==> src/rtl/fifo_read_stream_pkg.sv <==
// Shared definitions for the FIFO read-side stream adapter: the FSM state
// encoding (also exposed on the debug state port) and the depth of the
// internal output buffer.
package fifo_read_stream_pkg;

    typedef enum logic [1:0] {
        IDLE   = 2'd0,
        STREAM = 2'd1,
        FLUSH  = 2'd2
    } state_t;

    // Two entries let the adapter read one word ahead of a stalled consumer,
    // so rinc never has to look at m_ready combinationally.
    localparam int         BUF_DEPTH  = 2;
    localparam logic [1:0] LEVEL_FULL = 2'(BUF_DEPTH);

endpackage

==> src/rtl/rd_skid_buf.sv <==
// Two-entry in-order buffer between the FIFO read port and the stream
// output. Entry 0 is always the oldest word and drives head; entry 1 only
// holds data when level is 2. Push and pop in the same cycle keep the level.
module rd_skid_buf
    import fifo_read_stream_pkg::*;
#(
    parameter int DSIZE = 8
) (
    input  logic             clk,
    input  logic             rst,
    input  logic             push,
    input  logic             pop,
    input  logic             clear,
    input  logic [DSIZE-1:0] din,
    output logic [1:0]       level,
    output logic [DSIZE-1:0] head
);

    logic [DSIZE-1:0] entry0;
    logic [DSIZE-1:0] entry1;
    logic             do_push;
    logic             do_pop;

    // Requests that would overflow or underflow are dropped so level stays 0..2.
    assign do_push = push && (level != LEVEL_FULL);
    assign do_pop  = pop && (level != 2'd0);
    assign head    = entry0;

    // Storage and occupancy: shift entry 1 forward on a pop, fill the first free slot on a push.
    always_ff @(posedge clk or posedge rst) begin
        if (rst) begin
            entry0 <= '0;
            entry1 <= '0;
            level  <= 2'd0;
        end else if (clear) begin
            level <= 2'd0;
        end else begin
            case ({do_push, do_pop})
                2'b10: begin
                    if (level == 2'd0) begin
                        entry0 <= din;
                    end else begin
                        entry1 <= din;
                    end
                    level <= level + 2'd1;
                end
                2'b01: begin
                    entry0 <= entry1;
                    level  <= level - 2'd1;
                end
                2'b11: begin
                    if (level == 2'd1) begin
                        entry0 <= din;
                    end else begin
                        entry0 <= entry1;
                        entry1 <= din;
                    end
                end
                default: begin
                end
            endcase
        end
    end

endmodule

==> src/rtl/fifo_read_stream.sv <==
// Converts an async FIFO read port (rdata/rempty/rinc) into a valid/ready
// stream. Words are read one cycle ahead into a two-entry buffer so that a
// full-rate consumer gets one word per cycle, while rinc is computed only
// from local state and rempty. A flush request drains the FIFO and discards
// everything until the FIFO reports empty.
//
// Handshake: m_valid/m_data come from registers only; a transfer happens on
// every rclk edge where m_valid=1 and m_ready=1, and while m_valid=1 and
// m_ready=0 neither m_valid nor m_data changes. rinc pops the FIFO on every
// edge where it is high (it is only raised while rempty=0).
module fifo_read_stream
    import fifo_read_stream_pkg::*;
#(
    parameter int DSIZE = 8,
    parameter int CNT_W = 16
) (
    input  logic             rclk,
    input  logic             rrst,
    input  logic [DSIZE-1:0] rdata,
    input  logic             rempty,
    output logic             rinc,
    output logic [DSIZE-1:0] m_data,
    output logic             m_valid,
    input  logic             m_ready,
    input  logic             flush,
    output logic             flush_busy,
    output logic [1:0]       level,
    output logic [CNT_W-1:0] rd_count,
    output logic [1:0]       state
);

    state_t           state_q;
    logic             flush_take;
    logic             push;
    logic             pop;
    logic [1:0]       level_next;
    logic [DSIZE-1:0] head;

    rd_skid_buf #(
        .DSIZE (DSIZE)
    ) u_buf (
        .clk   (rclk),
        .rst   (rrst),
        .push  (push),
        .pop   (pop),
        .clear (flush_take),
        .din   (rdata),
        .level (level),
        .head  (head)
    );

    assign state   = state_q;
    assign m_data  = head;
    assign m_valid = (level != 2'd0) && (state_q != FLUSH);

    // A flush is only accepted outside FLUSH; on the accepting edge it wins
    // over the stream, so the word on m_data is dropped rather than counted.
    assign flush_take = flush && (state_q != FLUSH);
    assign push       = rinc && (state_q == STREAM) && !flush;
    assign pop        = m_valid && m_ready && !flush;
    assign level_next = level + 2'(push) - 2'(pop);

    // FIFO read-advance: read ahead while there is buffer room, drain blindly while flushing.
    always_comb begin
        rinc = 1'b0;
        case (state_q)
            STREAM:  rinc = !rempty && (level < LEVEL_FULL);
            FLUSH:   rinc = !rempty;
            default: rinc = 1'b0;
        endcase
    end

    // Control FSM with registered flush_busy.
    always_ff @(posedge rclk or posedge rrst) begin
        if (rrst) begin
            state_q    <= IDLE;
            flush_busy <= 1'b0;
        end else begin
            case (state_q)
                IDLE: begin
                    if (flush) begin
                        state_q    <= FLUSH;
                        flush_busy <= 1'b1;
                    end else if (!rempty) begin
                        state_q <= STREAM;
                    end
                end
                STREAM: begin
                    if (flush) begin
                        state_q    <= FLUSH;
                        flush_busy <= 1'b1;
                    end else if ((level_next == 2'd0) && rempty) begin
                        state_q <= IDLE;
                    end
                end
                FLUSH: begin
                    if (rempty) begin
                        state_q    <= IDLE;
                        flush_busy <= 1'b0;
                    end
                end
                default: begin
                    state_q    <= IDLE;
                    flush_busy <= 1'b0;
                end
            endcase
        end
    end

    // Delivered-word counter; wraps naturally at 2^CNT_W.
    always_ff @(posedge rclk or posedge rrst) begin
        if (rrst) begin
            rd_count <= '0;
        end else if (pop) begin
            rd_count <= rd_count + CNT_W'(1);
        end
    end

endmodule

==> config.mk <==
export PLATFORM = sky130hd
export DESIGN_NAME = fifo_read_stream
export DESIGN_NICKNAME = d
export VERILOG_FILES = /design/src/rtl/fifo_read_stream_pkg.sv /design/src/rtl/rd_skid_buf.sv /design/src/rtl/fifo_read_stream.sv
export SDC_FILE = /design/constraint.sdc
export NUM_CORES = 1
export LEC_CHECK = 0
export CORE_ASPECT_RATIO = 1.25
export CORE_MARGIN = 2
export CORE_UTILIZATION = 30
export DETAILED_ROUTE_END_ITERATION = 6
export PLACE_DENSITY = 0.62
export RECOVER_POWER = 50
export SYNTH_ARGS = -nofsm -noshare
export SYNTH_HDL_FRONTEND = slang
export SYNTH_SLANG_ARGS = --single-unit
==> constraint.sdc <==
create_clock -name rclk -period 3.1 [get_ports rclk]
set_input_delay 0.62 -clock rclk [delete_from_list [all_inputs] [get_ports rclk]]
set_output_delay 0.62 -clock rclk [all_outputs]
set_load 0.05 [all_outputs]
==> results.py <==
metrics = {
    "global_routing": {
        "antenna_found_initial": 0,
        "grt_pass1_wl_microns": 6710,
        "grt_overflow": 0,
        "grt_pass1_vias": 1393,
        "gr-usage-all-layers_pct": 12.8,
        "grt_max_degree": 27,
    },
    "sta": {
        "slew_headroom_pct": 11.2,
        "clock.fmax_mhz": 380,
        "finalCriticalPeriod_ps": 2630,
        "tightest_slew_ps": 1330,
        "setup_violations": 0,
        "finalClockSkew_ps": 6.97,
        "holdWs_ps": 470,
        "rsz0062_at_grt": "no",
        "drv_slew": 0,
        "final-hold-violation-count": 0,
        "setup-tns-final_ps": 0,
        "timing.final.crit_share_pct": 85.0,
    },
    "min_path": {
        "hold-path-endpoint": "rd_count[15]$_DFFE_PP0N_",
        "hp-start": "rd_count[15]$_DFFE_PP0N_",
        "whs_path_depth": 1,
        "hold_path.class": "flop to flop",
    },
    "worst_setup_path": {
        "crit_family": "buffers and inverters",
        "cp-end-kind": "output pin",
        "slowest_delay_ps": 800,
        "crit_fanout": 9,
        "reg2reg_depth": 9,
        "cp_cell_sequence": "inv_1 > ha_1 > nor2_1 > clkdlybuf4s50_1",
        "worst_setup_path_start_kind": "flop",
        "cp.arrival_ps": 2010,
        "r2r_setup_slack_ps": 540,
        "cp_num_buf_inv": 2,
        "cp_data_required_time_ps": 2480,
        "r2r_start": "state[0]$_DFFE_PP0P_",
        "critical_path_class": "flop to output pin",
        "r2r_end": "state[0]$_DFFE_PP0P_",
        "crit_path_top_delay_cell": "clkdlybuf4s50_1",
    },
    "yosys": {
        "syn_area_per_cell_sq_um": 11.0,
        "synth-edff-count": 0,
        "syn_area_sq_um": 1850,
        "yosysMostFrequentCell": "dfrtp_1",
        "synthCells": 168,
        "synth.area.top_cells": "dfrtp_1 50%, ha_1 5.4%, xnor2_1 5.2%",
        "ys.flop_type": "dfrtp_1",
        "netlist.area_leader.share_pct": 50.0,
        "synth.distinct_cells": 35,
        "ys_seq_elements": 37,
        "ys_seq_area_share_pct": 50.0,
        "ys_warn_count": 0,
        "netlist.top_cell.by_area": "dfrtp_1",
        "async_reset_ff_share_pct": 100,
        "synth_common_cells": "37 x dfrtp_1, 20 x nand2_1, 17 x nor2_1",
        "syn-num-nets": 189,
    },
    "cts": {
        "cts_sinks": 37,
        "clock_path_buffers": 2,
        "cts_tree": "done",
        "clkTransAtPathRegs_ps": 80,
        "clk_latency_ps": 290,
        "ctsHoldBuffers": 0,
        "htreeDepth": 2,
        "post-cts-setup-buffer-count": 0,
        "post_cts_resized": 0,
        "cts_root_buf": "clkbuf_8",
        "cts_buffers": 5,
    },
    "die": {
        "core_area_sq_um": 6090,
        "start_util_pct": 30.4,
        "die_w_microns": 74.2,
        "io-pin-count": 44,
        "row_count": 32,
        "dieArea_sq_um": 6820,
        "die_h_microns": 91.8,
    },
    "place": {
        "place_hpwl_microns": 2870,
        "io_buffers": 43,
        "place_area_sq_um": 2370,
        "gp_congestion": 0.752,
    },
    "power": {
        "leakagePower_nw": 1.11,
        "p_per_area_nw_per_um2": 870,
        "finalPower_mw": 2.16,
        "vdd_drop_max_uv": 412,
    },
    "detailed_routing": {
        "ant_nets": 0,
        "finalWirelength_microns": 3780,
        "drtIter0Drc": 71,
        "wire_per_inst_microns": 12.5,
        "drt-vias-per-instance": 4.65,
        "drcViolationCount": 0,
        "vias": 1404,
        "dr.pass1.iters": 4,
    },
    "final_layout": {
        "postLayoutCoreUtil_pct": 40.7,
        "antenna_cells": 0,
        "drive_above_1_share_pct": 13.8,
        "design_area_sq_um": 2480,
        "nets": 237,
        "syn_to_final_growth_pct": 34.0,
        "fillers": 628,
    },
    "run_status": {
        "status": "completed",
    },
    "job": {
        "maxCapViolCount": 0,
    },
}
per-layer routing:
layer  track usage [%]  vias up  part of all wire, %
met4              4.02        0                 0.98
li1                  -      685                    -
met2              21.0       32                   52
met3              3.74        4                  4.1
met5                 0        -                    0
met1              16.2      683                   43
how the worst max path moves through the flow:
stage	start	depth (start not counted)	end	slack, ps
global placement	flush	8	state[1]$_DFFE_PP0P_	470
detailed placement	flush	8	state[0]$_DFFE_PP0P_	430
finish	state[0]$_DFFE_PP0P_	4	m_valid	470
floorplan	state[0]$_DFFE_PP0P_	11	state[1]$_DFFE_PP0P_	360
CTS	state[0]$_DFFE_PP0P_	4	m_valid	430
global route	rrst	3	u_buf.entry1[1]$_DFFE_PP0P_	230
registers in the layout (all words and copies together) (netlist names):
signal        flops
u_buf.entry1      8
state             2
rd_count         16
flush_busy        1
u_buf.head        8
u_buf.level       2
through the flow:
stage,std cells,setup slack [ps]
2_1_floorplan,168,356
3_3_place_gp,294,468
3_5_place_dp,294,427
4_1_cts,302,429
5_1_grt,302,234
6_report,302,466
where the power goes:
| group | internal [mW] | total [mW] | leakage (nW) | switching [mW] |
|---|---|---|---|---|
| combinational | 0.389 | 1.03 | 0.558 | 0.644 |
| sequential | 0.601 | 0.701 | 0.495 | 0.100 |
| clock | 0.241 | 0.423 | 0.0543 | 0.182 |
| total | 1.23 | 2.16 | 1.11 | 0.926 |
cells by family after synthesis:
group,synth area share (%)
AND/OR/NAND/NOR,18.5
flip-flops,50.0
adder cells (fa/ha/maj),5.41
XOR/XNOR,8.52
multiplexers,5.41
buffers and inverters,3.45
AO/OA/AOI/OAI,8.65
layout make-up:
class                      instances  area [sq um]  share of cell area [%]
tap                               85           106                    4.29
timing repair buffer              46           447                    18.0
sequential                        37           926                    37.3
multi-input combinational        119           857                    34.6
inverter                           7          28.8                    1.16
clock inverter                     3          46.3                    1.87
clock buffer                       5          68.8                    2.77
layout by cell type (no fill, tap or decap), types with 2 or more instances in the layout:
| cell | synthesis | final |
|---|---|---|
| nand2_1 | 20 | 20 |
| dfrtp_1 | 37 | 37 |
| dlygate4sd3_1 | 0 | 9 |
| a22oi_1 | 2 | 2 |
| clkdlybuf4s50_1 | 0 | 33 |
| nor2_1 | 17 | 17 |
| ha_1 | 8 | 8 |
| mux2_2 | 7 | 7 |
| xnor2_1 | 11 | 11 |
| buf_4 | 0 | 3 |
| xor2_1 | 7 | 7 |
| a21oi_1 | 4 | 4 |
| nand2b_1 | 4 | 4 |
| nor4_1 | 3 | 3 |
| nor2b_1 | 4 | 4 |
| clkbuf_8 | 0 | 5 |
| nand3_1 | 4 | 4 |
| inv_1 | 6 | 6 |
| nand4_1 | 4 | 4 |
| o31ai_1 | 2 | 2 |
| o221a_2 | 8 | 8 |
| and4_1 | 2 | 2 |
No activity file was read; power rests on OpenSTA's default activity.
